==> src/rtl/hazard_forward_unit.sv <==
// Hazard and forwarding controller for the 5-stage pipeline: tracks dest/write/load info
// for EX, MEM and WB, and generates stall, bubble, squash and operand-forward selects.
module hazard_forward_unit #(
  parameter int REG_AW      = 5,
  parameter int LOAD_STALLS = 1
) (
  input  logic              Clk,
  input  logic              Rst,
  input  logic [REG_AW-1:0] ID_RA,
  input  logic [REG_AW-1:0] ID_RB,
  input  logic              ID_RA_USE,
  input  logic              ID_RB_USE,
  input  logic [REG_AW-1:0] ID_RD,
  input  logic              ID_RF_LE,
  input  logic              ID_L,
  input  logic              BR_TAKEN,
  output logic              LE,
  output logic              S,
  output logic              FLUSH,
  output logic [1:0]        FWD_A,
  output logic [1:0]        FWD_B,
  output logic [1:0]        dbg_state
);

  typedef enum logic [1:0] {
    ST_RUN   = 2'd0,
    ST_STALL = 2'd1,
    ST_FLUSH = 2'd2
  } state_t;

  state_t      state, state_n;
  logic [1:0]  cnt, cnt_n;

  // Shadow of the instructions now in EX, MEM and WB; only EX needs its load bit.
  logic [REG_AW-1:0] ex_rd, mem_rd, wb_rd;
  logic              ex_wr, mem_wr, wb_wr;
  logic              ex_ld;
  logic              lu;

  function automatic logic hit(input logic rd_en, input logic [REG_AW-1:0] r,
                               input logic [REG_AW-1:0] st_rd, input logic st_wr);
    return rd_en && (r != '0) && st_wr && (st_rd == r);
  endfunction

  function automatic logic [1:0] fwd_sel(input logic rd_en, input logic [REG_AW-1:0] r);
    if (hit(rd_en, r, ex_rd, ex_wr))        return 2'b01;
    else if (hit(rd_en, r, mem_rd, mem_wr)) return 2'b10;
    else if (hit(rd_en, r, wb_rd, wb_wr))   return 2'b11;
    else                                    return 2'b00;
  endfunction

  assign lu = ex_ld && (hit(ID_RA_USE, ID_RA, ex_rd, ex_wr) ||
                        hit(ID_RB_USE, ID_RB, ex_rd, ex_wr));

  assign FWD_A     = fwd_sel(ID_RA_USE, ID_RA);
  assign FWD_B     = fwd_sel(ID_RB_USE, ID_RB);
  assign dbg_state = state;

  always_comb begin
    state_n = state;
    cnt_n   = cnt;
    LE      = 1'b1;
    S       = 1'b0;
    FLUSH   = 1'b0;
    case (state)
      ST_RUN: begin
        if (BR_TAKEN) begin
          FLUSH   = 1'b1;
          S       = 1'b1;
          state_n = ST_FLUSH;
        end else if (lu) begin
          LE    = 1'b0;
          S     = 1'b1;
          cnt_n = 2'(LOAD_STALLS - 1);
          if (LOAD_STALLS > 1) state_n = ST_STALL;
        end
      end
      ST_STALL: begin
        // A taken branch squashes the stalled instruction, so the stall is moot.
        if (BR_TAKEN) begin
          FLUSH   = 1'b1;
          S       = 1'b1;
          cnt_n   = '0;
          state_n = ST_FLUSH;
        end else begin
          LE    = 1'b0;
          S     = 1'b1;
          cnt_n = cnt - 2'd1;
          if (cnt_n == '0) state_n = ST_RUN;
        end
      end
      ST_FLUSH: begin
        S       = 1'b1;
        state_n = ST_RUN;
      end
      default: state_n = ST_RUN;
    endcase
    if (Rst) begin
      LE    = 1'b1;
      S     = 1'b0;
      FLUSH = 1'b0;
    end
  end

  always_ff @(posedge Clk or posedge Rst) begin
    if (Rst) begin
      state  <= ST_RUN;
      cnt    <= '0;
      ex_rd  <= '0;
      mem_rd <= '0;
      wb_rd  <= '0;
      ex_wr  <= 1'b0;
      mem_wr <= 1'b0;
      wb_wr  <= 1'b0;
      ex_ld  <= 1'b0;
    end else begin
      state  <= state_n;
      cnt    <= cnt_n;
      wb_rd  <= mem_rd;
      wb_wr  <= mem_wr;
      mem_rd <= ex_rd;
      mem_wr <= ex_wr;
      ex_rd  <= ID_RD;
      ex_wr  <= ID_RF_LE & ~S;
      ex_ld  <= ID_L & ~S;
    end
  end

endmodule
==> config.mk <==
export PLATFORM = sky130hd
export DESIGN_NAME = hazard_forward_unit
export DESIGN_NICKNAME = d
export VERILOG_FILES = /design/src/rtl/hazard_forward_unit.sv
export SDC_FILE = /design/constraint.sdc
export NUM_CORES = 1
export LEC_CHECK = 0
export BUFFER_PORTS_ARGS = -buffer_cell sky130_fd_sc_hd__buf_4
export CAP_MARGIN = 20
export CORE_ASPECT_RATIO = 0.6
export CORE_MARGIN = 2
export CORE_UTILIZATION = 40
export DETAILED_ROUTE_END_ITERATION = 8
export SYNTH_ARGS = -nofsm -noshare
export SYNTH_HDL_FRONTEND = slang
export SYNTH_SLANG_ARGS = --single-unit
==> constraint.sdc <==
create_clock -name Clk -period 2.39 [get_ports Clk]
set_input_delay 0.478 -clock Clk [delete_from_list [all_inputs] [get_ports Clk]]
set_output_delay 0.478 -clock Clk [all_outputs]
set_load 0.02 [all_outputs]
**After elaboration in Yosys (flattened, before gate mapping)**

Cells that the tools add are included.

- Register bits after elaboration: 23
- Memories: 0
- Latch bits: 0
- Bits in writable memories: 0
- ROM bits: 0
- Logic and storage cells: 75

- Shift-type cells: 0
- Bitwise logic cells: 3
- Add/subtract/negate cells: 1
- Equality and inequality tests: 12
- Multiply operators: 0
- Mux-type cells: 25
- $lt $le $gt $ge: 0
- Reduce and logical (&&, ||, !) cells: 25
- Divide/modulo/power cells: 0

Operators by type and width:

| cell | count |
|---|---|
| 5-bit equality test | 6 |
| 2-bit two-way mux | 12 |
| 1-bit logical AND | 15 |
| 5-bit nonzero test | 2 |
| 1-bit two-way mux | 9 |
| 2-bit one-hot mux with 2 select lines | 2 |
| 2-bit != test, second input constant | 3 |
| 2-bit logical NOT | 2 |
| 1-bit one-hot mux with 2 select lines | 2 |
| 2-bit OR reduction | 2 |
| 3-bit != test, second input constant | 1 |
| 3-bit AND reduction | 1 |
| 1-bit bitwise AND | 2 |
| 2-bit by 1-bit equality test with 1-bit output, second input constant | 1 |
| 2-bit equality test, second input constant | 1 |
| 2-bit AND reduction | 1 |
| 2-bit nonzero test | 1 |
| 2-bit by 1-bit subtractor with 2-bit output, second input constant | 1 |
| 1-bit logical OR | 1 |
| 1-bit NOT | 1 |

**Logic depth before layout (Yosys ltp)**

Gate-level depths: netlist (run 1).

- Depth after elaboration: 12
- Depth in mapped cells: 5
- Depth with buffers taken out: 5

**Worst setup path before layout (run 1)**

Ideal clock, no wire load.

- Kind: in2out
- From: input ID_RB[1]
- To: output FWD_B[0]
- Required time: 1.912 ns
- Setup slack: 0.121 ns
- Stages: 4
- Path buffers: 0
- Arrival time: 1.791 ns
- Path through: or4_4 -> o21ai_2 -> nor3_1 -> o31ai_1

- Cells in the longest elaborated chain, start to end: 7

RTL lines:

| item | RTL line | text |
|---|---|---|
| from (decl) | 10 | `input logic [REG_AW-1:0] ID_RB,` |
| 5-bit nonzero test | 42 | `return rd_en && (r != '0) && st_wr && (st_rd == r);` |
| 1-bit logical AND (3 in series) | 42 |  |
| 2-bit two-way mux | 48 | `else if (hit(rd_en, r, wb_rd, wb_wr)) return 2'b11;` |
| 2-bit two-way mux | 47 | `else if (hit(rd_en, r, mem_rd, mem_wr)) return 2'b10;` |
| 2-bit two-way mux * | 46 | `if (hit(rd_en, r, ex_rd, ex_wr)) return 2'b01;` |
| to (decl) | 21 | `output logic [1:0] FWD_B,` |

Every way passes the cells marked *; elsewhere a longest branch is shown, timed or not.

**Final worst setup path (run 1)**

- From: input ID_RA[2]
- To: output S

- Cells in the longest elaborated chain, start to end: 10

RTL lines:

| item | RTL line | text |
|---|---|---|
| from (decl) | 9 | `input logic [REG_AW-1:0] ID_RA,` |
| 5-bit nonzero test | 42 |  |
| 1-bit logical AND (2 in series) | 42 |  |
| 1-bit logical AND * | 42 |  |
| 1-bit logical OR * | 52 | `assign lu = ex_ld && (hit(ID_RA_USE, ID_RA, ex_rd, ex_wr) \|\|` |
| 1-bit logical AND * | 52 |  |
| 1-bit two-way mux * | 71 | `end else if (lu) begin` |
| 1-bit two-way mux * | 67 | `if (BR_TAKEN) begin` |
| 1-bit one-hot mux with 2 select lines * | 65 | `case (state)` |
| 1-bit two-way mux * | 98 | `if (Rst) begin` |
| to (decl) | 18 | `output logic S,` |

Marks and branches as above.

==> results.cfg, run 1 <==
[logic_synthesis]
ys.warnings.count = 0
synth_top_area_frac = 0.5038
ys_ff_latch = 20
synth_top_area_cell = dfrtp_1
avgSynthCellArea_um2 = 11.29
synthCells = 88
synthDistinctLibCells = 24
synth_common_cells = 20 x dfrtp_1, 20 x xor2_1, 10 x xnor2_1
synthArstFlopShare = 1.000
ys.flop_type = dfrtp_1
synth_fp_nets = 110
synth.top_cells.by_area = dfrtp_1 50%, xor2_1 18%, xnor2_1 8.8%, nor4_1 3.1%, nand4_1 2.5%
yosysSeqAreaShare = 0.5038
synth_edf_count = 0
syn_area_um2 = 993.5

[sta]
finalHoldViolations = 0
slew_headroom = 0.6493
post-route-period-util = 0.9896
fmax_ghz = 0.4228
setup_ws_ps = 24.92
tightest_slew_ps = 520.5
final.setup_skew_ps = 5.775
setup_viol = 0
slew_violations = 0
rsz0062_at_grt = true
post-route-min-period_ps = 2365

[worst_setup_path]
start_kind = input pin
r2r_slack_ps = 780
crit_slowest_cell = or4_4
cp-end-kind = primary output
critPathBufInv = 2
crit_path_frequent_cell = buf_6
r2r-start = ex_rd[2]
timing.rr.end = ex_wr
worstSetupPathType = in -> out
crit_family = simple AND/OR/NAND/NOR gates
cp.required_ps = 1910
worstPathMaxFanout = 3
max_stage_delay_ps = 520
worstPathArrival_ps = 1890
path_cells = buf_6 > or4_4 > o21a_1 > nand4_1 > a21oi_4 > nand2b_4 > buf_6
rr_worst_depth = 6

[status]
status = finished clean

[route]
drc = 0
wl_per_cell_um = 14.43
vias_per_cell = 5.059
ant_nets = 0
dr.first_iter.drc_count = 41
firstDrtPassIters = 4
wl_mm = 2.208
num_vias = 774

[power]
power_density_mw_per_mm2 = 515.8
irDropWorstVdd_v = 0.0003080
power_mw = 0.7215
p_leak_nw = 0.6365

[placement]
io_buffer_count = 29
gp_congestion = 0.8429
hpwl_mm = 1.847
post-place-ws_ps = -5.791

[floorplan]
fp.dieW_um = 68.34
initial_core_util = 0.4394
design.die.area_mm2 = 0.002912
io_pins = 31
coreArea_mm2 = 0.002261
die_h_um = 42.61
num_rows = 13

[cells_and_area]
final_util = 0.6187
diodes = 0
syn_to_final_growth_pct = 40.81
drive_above_1_share = 0.3984
nFillCells = 181
nets = 147

[worst_hold_path]
hp-class = in -> async

[run]
drv_cap = 0

[cts]
ctsHoldBuffers = 0
cts_root_buf = clkbuf_8
numCtsBuffers = 3
clkTransAtPathRegs_ps = 70
cts_max_level = 1
clk_latency_ps = 250
cts_sinks = 20
cts_buffer_depth = 2
cts_tree = yes
cts_setup_buffers = 0

[global_routing]
grt_pass1_wl_mm = 3.663
grt_usage = 0.1777
grt_pass1_vias = 759
overflow = 0
grt_max_degree = 16
antenna_found_initial = 0
## cell type report
cell class	instances	area, um^2	area share
clock buffers	3	41.29	0.02952
inverters	1	3.754	0.002683
repair buffers	33	262.8	0.1878
multi-input cells	66	551.8	0.3945
well taps	30	37.54	0.02683
flip-flops and latches	20	501.7	0.3587
## state kept, by name (all words and copies together) (netlist names)
signal and flops:
ex_rd 5, mem_rd 5, wb_rd 5, dbg_state 1
ex_ld 1, ex_wr 1, mem_wr 1, wb_wr 1
## through the flow
step	area [um^2]	setup TNS, ps	cells	hold WS [ps]
floorplan	993.5	0	88	373.4
global placement	1271	0	150	417.1
detailed placement	1271	-5.791	150	410.4
CTS	1319	-18.25	153	167.9
global route	1399	-36.51	153	185.1
finish	1399	0	153	169.7
## cells by family after synthesis
group           share of synthesized area
xor+xnor                           0.2645
simple gates                       0.1637
flops                              0.5038
compound gates                    0.05290
buf+inv                           0.01133
other cells                      0.003775
## placed cells by master, fill, tap and decap left out, drive strengths merged
cell type	synthesis	layout
buf	1	33
xor2	20	20
dfrtp	20	20
xnor2	10	10
nand2	6	6
nor4	5	5
nand4	4	4
nor2	4	4
clkbuf	0	3
or4	2	2
o21a	2	2
o21ai	2	2
nand2b	2	2
nand3	1	1
nor3	1	1
nand4b	1	1
o31ai	1	1
a21boi	1	1
inv	1	1
nor2b	1	1
and2	1	1
a21oi	1	1
conb	1	1
## worst max path at each step
stage	slack, ps	depth (start not counted)	startpoint	to
final	20	7	ID_RA[2]	S
after CTS	-20	5	wb_rd[2]	FWD_B[0]
after global placement	10	7	ID_RA[1]	S
after detailed placement	-6	6	ID_RB[1]	FWD_B[0]
after floorplan	120	4	ID_RB[1]	FWD_B[0]
after global routing	-30	6	ex_rd[2]	S
## metal layers
metal	global-route usage	routed length, um	vias up
met5	0	0	-
met4	0.03600	0	0
met3	0.05645	142	0
met2	0.2291	918	21
met1	0.2840	1147	387
li1	-	-	366
## where the power goes
group	switching [mW]	leakage, nW	internal [mW]	total [mW]
clock	0.0967	0.0216	0.112	0.209
combinational	0.0668	0.379	0.0693	0.136
sequential	0.0192	0.236	0.358	0.377
## timing repair
action                                  4_1_cts  5_1_grt
endpoints found under the setup margin        2        5
gates resized for setup                       1       15
pin swaps                                     0        9
cloned                                        0        0
(Power assumes the default switching activity.)
==> run 2: changes to the inputs <==
--- a/config.mk
+++ b/config.mk
@@ -7,10 +7,14 @@
 export LEC_CHECK = 0
 export BUFFER_PORTS_ARGS = -buffer_cell sky130_fd_sc_hd__buf_4
 export CAP_MARGIN = 20
+export CELL_PAD_IN_SITES_DETAIL_PLACEMENT = 0
+export CELL_PAD_IN_SITES_GLOBAL_PLACEMENT = 1
 export CORE_ASPECT_RATIO = 0.6
 export CORE_MARGIN = 2
-export CORE_UTILIZATION = 40
+export CORE_UTILIZATION = 38
+export CTS_CLUSTER_SIZE = 40
 export DETAILED_ROUTE_END_ITERATION = 8
+export PLACE_DENSITY_LB_ADDON = 0.1
 export SYNTH_ARGS = -nofsm -noshare
 export SYNTH_HDL_FRONTEND = slang
 export SYNTH_SLANG_ARGS = --single-unit
==> results.cfg, run 2 (synthesized netlist as in run 1, its figures left out) <==
[status]
status = finished, violations left
failed_checks = negative setup slack

[cells_and_area]
final_cell_mix = 38 x buf_4, 20 x xor2_1, 20 x dfrtp_1
final_util = 0.5921
syn_to_final_growth_pct = 48.24
fin_cells = 165
nFillCells = 223
diodes = 0
final_common_cell = buf_4
drive_above_1_share = 0.4286
stdcell_area_mm2 = 0.001473
nets = 156
largestRegisters = ex_rd: 5 flops, mem_rd: 5 flops, wb_rd: 5 flops

[route]
ant_nets = 0
drc = 0
num_vias = 790
firstDrtPassIters = 4
dr.first_iter.drc_count = 25
vias_per_cell = 4.788
wl_mm = 2.435
wl_per_cell_um = 14.76

[sta]
slew_violations = 0
rsz0062_at_grt = true
setup_ws_ps = -25.63
setup_viol = 1
finalHoldViolations = 0
post-route-min-period_ps = 2416
final.setup_skew_ps = 0.7298
fmax_ghz = 0.4140
post-route-period-util = 1.011
tightest_slew_ps = 511.4
slew_headroom = 0.6554

[worst_setup_path]
r2r_slack_ps = 680
path_cells = buf_6 > or4_4 > o21a_1 > buf_4 > nand4_1 > nand2b_4 > nand2_2 > buf_6
max_stage_delay_ps = 510
start_kind = input pin
rr_worst_depth = 7
crit_family = simple AND/OR/NAND/NOR gates
crit_path_frequent_cell = buf_6
crit_slowest_cell = or4_4
cp.required_ps = 1910
timing.rr.end = ex_wr
r2r-start = ex_rd[1]
worstPathArrival_ps = 1940
critPathBufInv = 3
crit_cells = 8
cp-end-kind = primary output
worstPathMaxFanout = 3
worstSetupPathType = in -> out

[cts]
numCtsBuffers = 3
cts_root_buf = clkbuf_8
cts_buffer_depth = 2
clkTransAtPathRegs_ps = 70
cts_max_level = 1
cts_tree = yes
cts_sinks = 20
clk_latency_ps = 260
ctsHoldBuffers = 0

[floorplan]
fp.dieW_um = 70.01
coreArea_mm2 = 0.002487
num_rows = 14
io_pins = 31
initial_core_util = 0.3994
die_h_um = 43.61
design.die.area_mm2 = 0.003053

[global_routing]
grt_max_degree = 16
overflow = 0
grt_usage = 0.1662
antenna_found_initial = 0
grt_pass1_vias = 770
grt_pass1_wl_mm = 3.760

[placement]
placed_cell_area_mm2 = 0.001296
hpwl_mm = 1.919
io_buffer_count = 29
gp_congestion = 0.8174
dp.cells = 155

[power]
power_density_mw_per_mm2 = 526.1
p_leak_nw = 0.6944
irDropWorstVdd_v = 0.0003607

[worst_hold_path]
hp-class = in -> async

[run]
drv_cap = 0
-- run 2: per-stage QoR --
stage / TNS [ps] / hold slack, ps / total power [mW] / setup slack [ps]
floorplan: 0 / 373.4 / 0.4409 / 120.6
global placement: -37.26 / 422.2 / 0.5071 / -37.26
detailed placement: -49.60 / 409.5 / 0.5087 / -49.60
CTS: 0 / 172.4 / 0.7698 / 3.247
global route: -99.16 / 194.5 / 0.8061 / -55.91
finish: -25.63 / 172.9 / 0.7747 / -25.63
-- run 2: layout make-up --
| class | count | area, um^2 | share of cell area |
|---|---|---|---|
| Multi-Input combinational cell | 66 | 543.0 | 0.3687 |
| Inverter | 1 | 3.754 | 0.002549 |
| Tap cell | 32 | 40.04 | 0.02719 |
| Sequential cell | 20 | 500.5 | 0.3398 |
| Clock buffer | 4 | 55.05 | 0.03738 |
| Timing Repair Buffer | 42 | 330.3 | 0.2243 |
-- run 2: repair_timing --
item,CTS,global route
resized for setup,5,9
cloned,0,0
buffers inserted,3,3
endpoints found under the setup margin,2,4
pin swaps,3,6
-- run 2: worst max path at each step --
stage | slack [ps] | to | from
floorplan | 120 | FWD_B[0] | ID_RB[1]
global placement | -40 | S | ID_RB[1]
detailed placement | -50 | S | ID_RB[1]
CTS | 3 | S | ex_rd[1]
global route | -60 | FWD_A[0] | ID_RA[2]
finish | -30 | FWD_A[0] | ID_RA[2]
-- run 2: routing by layer --
layer,share of wire,track usage,vias up
li1,-,-,385
met1,0.52,0.2566,380
met2,0.41,0.2324,21
met3,0.059,0.05349,4
met4,0.0094,0.02308,0
met5,0,0,-
-- run 2: power breakdown --
group	leakage, nW	switching, mW	internal [mW]
Sequential	0.237	0.0193	0.357
Combinational	0.428	0.0671	0.0756
Clock	0.0288	0.109	0.147
-- run 2: worst register-to-register path, stage by stage (launching register included) --
cell and delay [ps]:
dfrtp_1 410, xor2_1 170, nor4_2 280, nand4_1 250, a21oi_4 240, buf_4 120, buf_4 90, nor2_1 40
==> run 3: changes to the inputs <==
--- a/config.mk
+++ b/config.mk
@@ -11,7 +11,7 @@
 export CELL_PAD_IN_SITES_GLOBAL_PLACEMENT = 1
 export CORE_ASPECT_RATIO = 0.6
 export CORE_MARGIN = 2
-export CORE_UTILIZATION = 38
+export CORE_UTILIZATION = 40
 export CTS_CLUSTER_SIZE = 40
 export DETAILED_ROUTE_END_ITERATION = 8
 export PLACE_DENSITY_LB_ADDON = 0.1
==> constraint.sdc (replaced) <==
create_clock -name Clk -period 3.1 [get_ports Clk]
set_input_delay 0.62 -clock Clk [delete_from_list [all_inputs] [get_ports Clk]]
set_output_delay 0.62 -clock Clk [all_outputs]
set_load 0.02 [all_outputs]
==> results.cfg, run 3 (synthesized netlist as in run 1, its figures left out) <==
[status]
status = finished clean

[worst_setup_path]
path_cells = buf_4 > or4_4 > o21ai_2 > nand4b_2 > a21oi_2 > nand2b_1 > buf_4
start_kind = input pin
crit_path_frequent_cell = buf_4
worstPathMaxFanout = 4
cp-end-kind = primary output
worstPathArrival_ps = 2090
critPathBufInv = 2
max_stage_delay_ps = 530
rr_worst_depth = 5
cp.required_ps = 2480
crit_cells = 7
crit_family = simple AND/OR/NAND/NOR gates
crit_slowest_cell = or4_4
worstSetupPathType = in -> out

[route]
vias_per_cell = 4.973
wl_per_cell_um = 14.11
firstDrtPassIters = 4
num_vias = 746
drc = 0
dr.first_iter.drc_count = 23
wl_mm = 2.116
ant_nets = 0

[sta]
post-route-min-period_ps = 2711
whs_ps = 312.2
rsz0062_at_grt = false
slew_violations = 0
setup_viol = 0
final.setup_skew_ps = 2.641
fmax_ghz = 0.3689
timing.setup.tns_ps = 0
setup_ws_ps = 389.5
finalHoldViolations = 0
post-route-period-util = 0.8744

[cells_and_area]
diodes = 0
final_common_cell = buf_4
nFillCells = 203
final_util = 0.5706
syn_to_final_growth_pct = 29.85
largestRegisters = ex_rd: 5 flops, mem_rd: 5 flops, wb_rd: 5 flops
nets = 144
drive_above_1_share = 0.3083
final_cell_mix = 30 x buf_4, 20 x xor2_1, 20 x dfrtp_1

[global_routing]
grt_pass1_vias = 731
grt_max_degree = 15
overflow = 0
grt_pass1_wl_mm = 3.677
grt_usage = 0.1812
antenna_found_initial = 0

[floorplan]
coreArea_mm2 = 0.002261
num_rows = 13
fp.dieW_um = 68.34
io_pins = 31
design.die.area_mm2 = 0.002912
die_h_um = 42.61
initial_core_util = 0.4394

[cts]
cts_tree = yes
numCtsBuffers = 3
cts_setup_buffers = 0
cts_root_buf = clkbuf_8
cts_sinks = 20
ctsResizeCount = 0
clk_latency_ps = 260
ctsHoldBuffers = 0
clkTransAtPathRegs_ps = 60
cts_max_level = 1
cts_buffer_depth = 2

[power]
power_density_mw_per_mm2 = 421.4
irDropWorstVdd_v = 0.0002745
p_sw_mw = 0.1348
clockPowerShare = 0.299
power_mw = 0.5435
p_comb_frac = 0.164
p_leak_nw = 0.5954
internal-power_mw = 0.4088
swShare = 0.2479
power_frac_seq = 0.537

[placement]
gp_congestion = 0.8623
post-place-ws_ps = 392.6
io_buffer_count = 29
hpwl_mm = 1.761

[worst_hold_path]
hp-class = in -> async

[run]
drv_cap = 0
==> run 3: metrics by stage <==
step           cells  instance area [um^2]
2_1_floorplan     88                 993.5
4_1_cts          150                  1290
6_report         150                  1290
5_1_grt          150                  1290
3_5_place_dp     147                  1249
3_3_place_gp     147                  1249
==> run 3: final timing paths <==
check                                 to  slack [ps]     start
worst min register to register    mem_wr         440     ex_wr
worst max-delay path                   S         390  ID_RB[1]
worst min-delay path               ex_wr         310       Rst
max in group asynchronous       ex_rd[3]        2290       Rst
min in group Clk                  mem_wr         440     ex_wr
worst max register to register     ex_wr        1540  ex_rd[1]
==> run 3: cell type report <==
cell class | instances | area (um^2) | area share
Sequential cell | 20 | 500.5 | 0.3880
Multi-Input combinational cell | 66 | 481.7 | 0.3734
Timing Repair Buffer | 30 | 225.2 | 0.1746
Clock buffer | 3 | 41.29 | 0.03201
Tap cell | 30 | 37.54 | 0.02910
Inverter | 1 | 3.754 | 0.002910
==> run 3: per-layer routing <==
layer  global-route usage  routed length (um)
met1               0.2794                1024
met2               0.2252                 796
met5                    0                   0
met3              0.05376                 253
met4              0.08400                  42
==> run 3: power by group through the flow <==
| stage | Clock, mW | Sequential [mW] | Combinational [mW] |
|---|---|---|---|
| 2_1_floorplan | 0 | 0.292 | 0.0478 |
| 3_3_place_gp | 0 | 0.297 | 0.0888 |
| 3_5_place_dp | 0 | 0.296 | 0.0898 |
| 4_1_cts | 0.167 | 0.291 | 0.0901 |
| 5_1_grt | 0.180 | 0.293 | 0.0998 |
| 6_report | 0.163 | 0.292 | 0.0891 |
